===== src/rtl/ipv4_ttl_dec.sv =====
// IPv4 TTL decrement stage: a single registered AXI4-Stream slice that decrements the TTL and patches the header checksum on first beats.
// Optional build macro IPV4_TTL_DEC_STATS_EN adds packet/rewrite/expired counters.
module ipv4_ttl_dec #(
    parameter int C_S_AXIS_TDATA_WIDTH = 256,
    parameter int C_S_AXIS_TUSER_WIDTH = 128
) (
    input  logic                              clk,
    input  logic                              reset,
    input  logic [C_S_AXIS_TDATA_WIDTH-1:0]   s_axis_tdata,
    input  logic [C_S_AXIS_TDATA_WIDTH/8-1:0] s_axis_tkeep,
    input  logic [C_S_AXIS_TUSER_WIDTH-1:0]   s_axis_tuser,
    input  logic                              s_axis_tvalid,
    output logic                              s_axis_tready,
    input  logic                              s_axis_tlast,
    input  logic                              i_dec_ttl,
    output logic [C_S_AXIS_TDATA_WIDTH-1:0]   m_axis_tdata,
    output logic [C_S_AXIS_TDATA_WIDTH/8-1:0] m_axis_tkeep,
    output logic [C_S_AXIS_TUSER_WIDTH-1:0]   m_axis_tuser,
    output logic                              m_axis_tvalid,
    input  logic                              m_axis_tready,
    output logic                              m_axis_tlast,
`ifdef IPV4_TTL_DEC_STATS_EN
    output logic [31:0]                       o_stat_pkts,
    output logic [31:0]                       o_stat_dec,
    output logic [31:0]                       o_stat_expired,
`endif
    output logic                              o_ttl_expired
);

    // Handshake: a beat moves on a port at a rising edge where valid && ready;
    // valid never depends on ready, and an offered output beat is held until taken.
    typedef enum logic [0:0] {WORD1 = 1'b0, PAYLOAD = 1'b1} state_t;

    state_t state;
    state_t state_next;

    logic                            accept;
    logic                            first_beat;
    logic                            is_ipv4;
    logic [7:0]                      ttl;
    logic [15:0]                     csum;
    logic [16:0]                     s17;
    logic [15:0]                     csum_new;
    logic                            do_dec;
    logic                            expired;
    logic [C_S_AXIS_TDATA_WIDTH-1:0] data_next;

    assign s_axis_tready = !m_axis_tvalid || m_axis_tready;
    assign accept        = s_axis_tvalid && s_axis_tready;
    assign first_beat    = (state == WORD1);

    assign is_ipv4  = (s_axis_tdata[159:144] == 16'h0800) && (s_axis_tdata[143:136] == 8'h45);
    assign ttl      = s_axis_tdata[79:72];
    assign csum     = s_axis_tdata[63:48];

    // TTL sits in the high byte of its header word, so TTL-1 raises the checksum by 0x0100.
    assign s17      = {1'b0, csum} + 17'h00100;
    assign csum_new = s17[15:0] + {15'd0, s17[16]};

    assign do_dec   = first_beat && i_dec_ttl && is_ipv4 && (ttl >= 8'd2);
    assign expired  = first_beat && i_dec_ttl && is_ipv4 && (ttl <= 8'd1);

    always_comb begin
        state_next = state;
        data_next  = s_axis_tdata;
        if (accept) begin
            case (state)
                WORD1:   if (!s_axis_tlast) state_next = PAYLOAD;
                PAYLOAD: if (s_axis_tlast)  state_next = WORD1;
                default: state_next = WORD1;
            endcase
        end
        if (do_dec) begin
            data_next[79:72] = ttl - 8'd1;
            data_next[63:48] = csum_new;
        end
    end

    always_ff @(posedge clk) begin
        if (reset) begin
            state <= WORD1;
        end else begin
            state <= state_next;
        end
    end

    always_ff @(posedge clk) begin
        if (reset) begin
            m_axis_tvalid <= 1'b0;
            m_axis_tlast  <= 1'b0;
            m_axis_tdata  <= '0;
            m_axis_tkeep  <= '0;
            m_axis_tuser  <= '0;
            o_ttl_expired <= 1'b0;
        end else if (accept) begin
            m_axis_tvalid <= 1'b1;
            m_axis_tlast  <= s_axis_tlast;
            m_axis_tdata  <= data_next;
            m_axis_tkeep  <= s_axis_tkeep;
            m_axis_tuser  <= s_axis_tuser;
            o_ttl_expired <= expired;
        end else if (m_axis_tready) begin
            m_axis_tvalid <= 1'b0;
        end
    end

`ifdef IPV4_TTL_DEC_STATS_EN
    always_ff @(posedge clk) begin
        if (reset) begin
            o_stat_pkts    <= '0;
            o_stat_dec     <= '0;
            o_stat_expired <= '0;
        end else if (accept && first_beat) begin
            o_stat_pkts    <= o_stat_pkts + 32'd1;
            if (do_dec)  o_stat_dec     <= o_stat_dec + 32'd1;
            if (expired) o_stat_expired <= o_stat_expired + 32'd1;
        end
    end
`endif

endmodule


===== config.mk =====
export PLATFORM = sky130hd
export DESIGN_NAME = ipv4_ttl_dec
export DESIGN_NICKNAME = d
export VERILOG_FILES = /design/src/rtl/ipv4_ttl_dec.sv
export SDC_FILE = /design/constraint.sdc
export NUM_CORES = 1
export LEC_CHECK = 0
export BUFFER_PORTS_ARGS = -buffer_cell sky130_fd_sc_hd__buf_2
export CORE_AREA = 3 3 328 330
export DETAILED_ROUTE_END_ITERATION = 12
export DIE_AREA = 0 0 331 333
export PLACE_DENSITY_LB_ADDON = 0.25
export REMOVE_ABC_BUFFERS = 1
export SLEW_MARGIN = 20
export SYNTH_ARGS = -nofsm -noshare
export SYNTH_HDL_FRONTEND = slang
export SYNTH_SLANG_ARGS = --single-unit

===== constraint.sdc =====
create_clock -name clk -period 2.55 [get_ports clk]
set_input_delay 0.1275 -clock clk [delete_from_list [all_inputs] [get_ports clk]]
set_output_delay 0.1275 -clock clk [all_outputs]
set_load 0.02 [all_outputs]

=== Word level (Yosys, flattened, before mapping) ===
Cells that the tools add are included.

* Bits in registers: 420
* Latch bits: 0
* RAM bits: 0
* Memory bits (read-only): 0
* Output and inout port bits: 420
* Word-level logic and storage cells: 29
* Memories kept: 0

* Add/subtract/negate cells: 3
* Multiply operators: 0
* Divide/modulo/power cells: 0
* Order comparisons: 2
* Equal/unequal tests: 2
* Shifts and indexed selects: 0
* Muxes and demuxes: 5
* Bitwise operators: 1
* Reduce and logical (&&, ||, !) cells: 9

{| class="wikitable"
|+ Operators with widths
! operator !! count
|-
| 16-bit by 9-bit adder with 17-bit output, second input constant || 1
|-
| 16-bit by 1-bit adder with 16-bit output || 1
|-
| 16-bit by 12-bit == test with 1-bit output, second input constant || 1
|-
| 16-bit 2-to-1 mux || 1
|-
| 8-bit by 7-bit == test with 1-bit output, second input constant || 1
|-
| 8-bit by 2-bit greater-or-equal comparator with 1-bit output, second input constant || 1
|-
| 8-bit by 1-bit less-or-equal comparator with 1-bit output, second input constant || 1
|-
| 8-bit 2-to-1 mux || 1
|-
| 8-bit by 1-bit subtractor with 8-bit output, second input constant || 1
|-
| 1-bit logical AND || 6
|-
| 1-bit 2-to-1 mux || 3
|-
| 2-bit nonzero test || 1
|-
| 1-bit logical NOT || 1
|-
| 1-bit logical OR || 1
|-
| 1-bit inverter || 1
|}

=== Logic depth before layout (Yosys ltp) ===
Gate-level depths: netlist of the first run.

* Depth after elaboration: 5
* Gate-level depth with buffers: 11
* Depth with buffers taken out: 10

=== Least setup slack after synthesis of the first run ===
OpenSTA, ideal clock, no wires.

* Kind: input to register
* Start: input port s_axis_tdata[56]
* End: register m_axis_tdata[60]
* Setup time: 134 ps
* Data arrival time: 2081 ps
* Path slack: 335 ps
* Stages on the path: 11
* Buffers on the path: 1
* Path through: ha_1 > clkbuf_1 > nand3_1 > nor3_1 > ha_1 > ha_1 > and4_1 > a21boi_0 > o21ai_0 > a311oi_1 > nor4_1

* Cells in the longest elaborated chain, start to end: 3

{| class="wikitable"
|+ RTL lines
! item !! RTL line !! text
|-
| start: declaration || 9 || <nowiki>input logic [C_S_AXIS_TDATA_WIDTH-1:0] s_axis_tdata,</nowiki>
|-
| 16-bit by 9-bit adder with 17-bit output || 57 || <nowiki>assign s17 = {1'b0, csum} + 17'h00100;</nowiki>
|-
| 16-bit by 1-bit adder with 16-bit output || 58 || <nowiki>assign csum_new = s17[15:0] + {15'd0, s17[16]};</nowiki>
|-
| 16-bit 2-to-1 mux || 73 || <nowiki>if (do_dec) begin</nowiki>
|-
| end signal: assignment || 98 || <nowiki>m_axis_tdata <= data_next;</nowiki>
|-
| end: declaration || 16 || <nowiki>output logic [C_S_AXIS_TDATA_WIDTH-1:0] m_axis_tdata,</nowiki>
|}

No other way between the ends.
A chain may end at the register's enable or synchronous reset.

=== Final worst setup path of the first run ===
* Start: input port s_axis_tdata[154]
* End: register m_axis_tdata[52]

* Cells in the longest elaborated chain, start to end: 5

{| class="wikitable"
|+ RTL lines
! item !! RTL line !! text
|-
| 16-bit by 12-bit == test with 1-bit output || 52 || <nowiki>assign is_ipv4 = (s_axis_tdata[159:144] == 16'h0800) && (s_axis_tdata[143:136] == 8'h45);</nowiki>
|-
| 1-bit logical AND || 52 ||
|-
| 1-bit logical AND (2 in series) || 60 || <nowiki>assign do_dec = first_beat && i_dec_ttl && is_ipv4 && (ttl >= 8'd2);</nowiki>
|-
| 16-bit 2-to-1 mux || 73 ||
|}

No other way between the ends.

==> results.ini, run 1 <==
[critical_path]
cp_cell_sequence = dlygate4sd3_1 -> buf_2 -> nor4_1 -> nand3_1 -> nor3_4 -> buf_12 -> nand4_1 -> xor2_1 -> dlygate4sd3_1 -> a211oi_1
cp_num_buf_inv = 4
worst_setup_path_start_kind = primary input
cp_common_cell = dlygate4sd3_1
max_stage_delay_ns = 0.56
cp_top_family = buffers and inverters
endpoint_kind = register
path_max_fanout = 24
cp.required_ns = 3.08
worstPathArrival_ns = 2.98
reg2regPathDepth = 8
worstSetupPathDepth = 10
slowest_stage = dlygate4sd3_1
path_class = primary input to register

[floorplanning]
core_um2 = 105000
die-area_um2 = 110000
rows = 119
initial_core_util_pct = 14.4
die_x_um = 331
die_h_um = 333
ioPinCount = 842

[detailed_routing]
drt-pass1-iter-count = 5
drt_iter0_markers = 572
vias = 17500
finalWirelength_um = 69200
wl_per_cell_um = 15.0
antenna_left = 0
drt-vias-per-instance = 3.80
drc = 0

[logic_synthesis]
synthCells = 1928
yosysSeqAreaShare_pct = 55.7
synth_top_area_share_pct = 55.7
synth_largest_area_cell = dfxtp_1
synth.area.top_cells = dfxtp_1 56%, nand2_1 20%, a21oi_1 13%, clkbuf_1 3.5%, a211oi_1 0.99%
yosysWarnings = 0
synth-edff-count = 0
syn_avg_cell_area_um2 = 7.83
ys_ff_latch = 420
synth-main-ff-cell = dfxtp_1
async_flop_share_pct = 0
synth.distinct_cells = 42
syn_area_um2 = 15100

[clock_tree]
clkLatencyLatePin_ns = 0.61
cts_tree = done
cts_buffers = 51
htreeDepth = 2
cts_sinks = 420
clk_pin_slew_ns = 0.06
cts_buffer_depth = 3
ctsRootBufferMaster = clkbuf_16
cts_setup_buffers = 0

[final_layout]
final_util_pct = 26.1
regArea_um2 = 8410
synthToLayoutAreaGrowth_pct = 81.5
nNetsFinal = 3599
drive_above_1_share_pct = 31.2
multi_input_area_um2 = 6130
fillers = 11700

[pwr]
intPower_mw = 13.1
peakVddDrop_uv = 452
p_leak_nw = 12.4
p_switching_mw = 4.88
clkPwrFrac_pct = 43.5
seqPwrFrac_pct = 39.8
combPwrFrac_pct = 16.7
power.density_nw_per_um2 = 655
p_sw_share_pct = 27.2

[run_status]
status = finished clean

[sta]
setup-tns-final_ns = 0
max_slew_margin_pct = 52.9
rsz0062_at_grt = no
fin_skew_ns = 0.0227
tightest_slew_ns = 0.706
hold_slack_ns = 0.0684
period_needed_ns = 2.45
timing.fmax_ghz = 0.407
hold_violations = 0
timing.final.crit_share_pct = 96.3
finalSetupViolCount = 0
finalMaxSlewViolations = 0

[placed_design]
dpl.hpwl_um = 50800
gp_congestion = 0.806
portBuffers = 841

[global_route]
globalRouteOverflowTotal = 0
grt_use_total_pct = 11.8
grt_pass1_wl_um = 103000
grt_max_degree = 86
antenna_found_initial = 4
grt_pass1_vias = 17500

[min_path]
hp-class = primary input to register
min_path_cells = 2

[job]
drv_cap = 0

-- repair_timing --
item | 4_1_cts | 5_1_grt
hold buffers | 427 | 0
endpoints found under the setup margin | 0 | 4
hold endpoints to repair | 417 | 0
resized for setup | 0 | 3
-- routing by layer --
layer	vias up	share of wire [%]	wire (µm)	track usage, %
met5	-	0.039	27	0
met4	4	3.5	2420	4.51
met3	123	7.6	5230	3.40
met2	558	50	34500	21.1
met1	8065	39	27000	13.1
li1	8762	-	-	-
-- power groups by stage --
stage | registers, mW | logic, mW | clock network, mW
2_1_floorplan | 7.77 | 0.843 | 0
3_3_place_gp | 7.28 | 2.50 | 0
3_5_place_dp | 7.29 | 2.50 | 0
4_1_cts | 7.15 | 3.05 | 8.15
5_1_grt | 7.19 | 3.28 | 8.39
6_report | 7.14 | 3.00 | 7.81
-- flip-flops by register name (all words and copies together), names as in the netlist --
register and count:
m_axis_tdata 256, m_axis_tkeep 32, m_axis_tlast 1, m_axis_tuser 128
m_axis_tvalid 1, o_ttl_expired 1, state 1
-- layout by cell type, fill, tap and decap left out, drive strengths merged, types with 8 or more instances in the layout --
master       Yosys  final
nor2            36     36
a211oi          21     21
nand4            8      8
dfxtp          420    420
nand2          804    804
dlygate4sd3      0    427
a21oi          396    396
xor2            17     17
nand3            8      8
ha               8      8
buf              6    908
clkbuf         141     78
-- cells in the mapped netlist (all sizes together), types with 2 or more instances --
library cell / number
ha: 8
nor4b: 5
dfxtp: 420
xnor2: 4
a311oi: 2
buf: 6
nand2b: 3
nor4: 3
and3: 4
a21boi: 3
nor3b: 2
and4: 2
or4: 2
inv: 5
mux2i: 3
a21oi: 396
a211oi: 21
nand4: 8
and2: 3
nor3: 6
xor2: 17
nand3: 8
o21ai: 5
nor2: 36
clkbuf: 141
nand3b: 2
o2111ai: 3
nand2: 804
-- per-stage QoR --
step | cell area (µm²) | setup slack, ns | power [mW] | instances
CTS | 27400 | 0.0600 | 18.3 | 4601
detailed placement | 21300 | 0.0525 | 9.78 | 4080
global placement | 21300 | 0.0982 | 9.78 | 4080
finish | 27400 | 0.0950 | 18.0 | 4603
global route | 27400 | 0.0197 | 18.9 | 4602
floorplan | 14500 | -6.15 | 8.61 | 1781
-- kinds of logic (layout without fill, tap and decap cells) --
group | Yosys count | after routing | synth area share, %
buf+inv | 152 | 1434 | 3.86
mux | 3 | 3 | 0.199
other cells | 0 | 2 | 0
simple gates | 890 | 890 | 23.3
flops | 420 | 420 | 55.7
xor+xnor | 21 | 21 | 1.22
compound gates | 434 | 434 | 15.1
fa+ha+maj | 8 | 8 | 0.663
-- final timing paths --
check	end	slack, ns	from
worst min-delay path	m_axis_tuser[49]	0.07	reset
worst min register to register	m_axis_tdata[132]	0.45	m_axis_tdata[132]
worst max-delay path	m_axis_tdata[52]	0.1	s_axis_tdata[154]
worst max register to register	m_axis_tdata[52]	0.15	state
-- area by class of cell --
type / instances / share of cell area (%)
timing repair buffer: 1335 / 33.9
sequential: 420 / 30.7
multi-input combinational: 1356 / 22.4
tap: 1391 / 6.35
clock buffer: 78 / 5.69
clock inverter: 16 / 0.923
inverter: 5 / 0.0685
antenna: 2 / 0.0183
Note: power is estimated with default switching activity, not from simulation.
==> run 2, diff against run 1 <==
PLACE_DENSITY_LB_ADDON = unset   (was 0.25)
==> run 2 against run 1 <==
Non-clock buffer count increased by 16; die area is the same; global-route usage increased by 0.22 points; combinational power grew 1%; largest power group is now registers; cell count up 0.15%; design area is 1.1% lower; fmax increased by 7.0%; routed wire length rose by 2.3%; sequential power hardly changed; hold slack better by 0.059 ns; utilization shrank 0.28 points; clock power is 16% lower.
==> results.ini, run 2 (synthesis results as in run 1) <==
[run_status]
status = finished clean

[detailed_routing]
drt-pass1-iter-count = 5
drt_iter0_markers = 902
antenna_left = 0
drc = 0
vias = 18100
wl_per_cell_um = 15.3
finalWirelength_um = 70700
drt-vias-per-instance = 3.92

[critical_path]
cp.required_ns = 3.04
cp_num_buf_inv = 3
path_max_fanout = 24
worst_setup_path_start_kind = primary input
cp_top_family = simple AND/OR/NAND/NOR gates
cp_cell_sequence = dlygate4sd3_1 -> buf_2 -> nor4b_1 -> nand3_1 -> nor3_4 -> buf_12 -> o2111ai_1 -> xor2_1 -> a211oi_1
worstPathArrival_ns = 2.79
endpoint_kind = register
slowest_stage = nor4b_1
path_class = primary input to register
max_stage_delay_ns = 0.58

[final_layout]
synthToLayoutAreaGrowth_pct = 79.5
drive_above_1_share_pct = 30.7
final_cell_mix = 840 x buf_2, 802 x nand2_1, 442 x dlygate4sd3_1, 420 x dfxtp_1, 396 x a21oi_1
top_register = m_axis_tdata
largestRegisters = m_axis_tdata x256, m_axis_tuser x128, m_axis_tkeep x32
largest_reg_flops = 256
final_common_cell = buf_2
nNetsFinal = 3611

[floorplanning]
die_x_um = 331
die-area_um2 = 110000
core_um2 = 105000
ioPinCount = 842
rows = 119
die_h_um = 333
initial_core_util_pct = 14.4

[sta]
finalMaxSlewViolations = 0
period_needed_ns = 2.29
finalSetupViolCount = 0
timing.final.crit_share_pct = 90.0
max_slew_margin_pct = 56.8
rsz0062_at_grt = no
tightest_slew_ns = 0.638
fin_skew_ns = 0.00991
hold_violations = 0
timing.fmax_ghz = 0.436
setup-tns-final_ns = 0

[pwr]
power_mw = 16.7
power.density_nw_per_um2 = 617
peakVddDrop_uv = 466
p_leak_nw = 12.3

[clock_tree]
holdBufCountCts = 442
cts_sinks = 420
cts_tree = done
cts_buffer_depth = 3
clkLatencyLatePin_ns = 0.60
clk_pin_slew_ns = 0.06
cts_setup_buffers = 0
ctsRootBufferMaster = clkbuf_16
cts.repair.resized = 0
htreeDepth = 2
cts_buffers = 47

[global_route]
grt_pass1_vias = 18100
grt_use_total_pct = 12.0
grt_pass1_wl_um = 104000
antenna_found_initial = 10
grt_max_degree = 87
globalRouteOverflowTotal = 0

[placed_design]
gp_congestion = 0.870
dpl.hpwl_um = 50600
portBuffers = 841

[min_path]
hp-class = primary input to register

[job]
drv_cap = 0

run 2: where the power goes:
part / internal [mW] / total [mW] / switching, mW
sequential: 6.96 / 7.16 / 0.199
combinational: 1.31 / 3.04 / 1.73
clock: 3.68 / 6.53 / 2.84
total: 12.0 / 16.7 / 4.77
run 2: metrics by stage:
step / setup WS [ns] / utilization [%] / area [µm²] / instances / hold slack (ns)
after global placement: 0.264 / 20.2 / 21200 / 4081 / 0.367
final: 0.256 / 25.8 / 27100 / 4610 / 0.127
after CTS: 0.358 / 25.8 / 27100 / 4605 / 0.0748
after detailed placement: 0.254 / 20.2 / 21200 / 4081 / 0.371
after floorplan: -6.15 / - / 14500 / 1781 / 0.192
after global routing: 0.0631 / 25.8 / 27100 / 4609 / 0.137
run 2: layer usage:
layer | track usage, % | up-vias | part of all wire (%)
li1 | - | 8777 | -
met1 | 13.0 | 8333 | 38
met2 | 20.6 | 784 | 48
met3 | 4.26 | 179 | 9.9
met4 | 6.19 | 2 | 4.8
met5 | 0 | - | 0.018
run 2: final timing paths:
path | start | to | slack [ns] | cells after the start
setup / recovery | s_axis_tdata[153] | m_axis_tdata[63] | 0.26 | 9
hold / removal | s_axis_tuser[38] | m_axis_tuser[38] | 0.13 | 3
setup reg to reg | m_axis_tvalid | m_axis_tuser[17] | 0.33 | 6
hold reg to reg | m_axis_tuser[15] | m_axis_tuser[15] | 0.45 | 2
run 2: tightest hold or removal path: stages:
cell and delay (ns):
buf_2 0.09, nand2_1 0.32, a21oi_1 0.11
run 2: cell type report:
class	instances	area, µm²
Antenna cell	5	12.5
Multi-Input combinational cell	1356	6110
Clock buffer	68	1360
Fill cell	11200	78000
Tap cell	1391	1740
Inverter	5	18.8
Timing Repair Buffer	1351	9350
Clock inverter	14	95.1
Sequential cell	420	8410
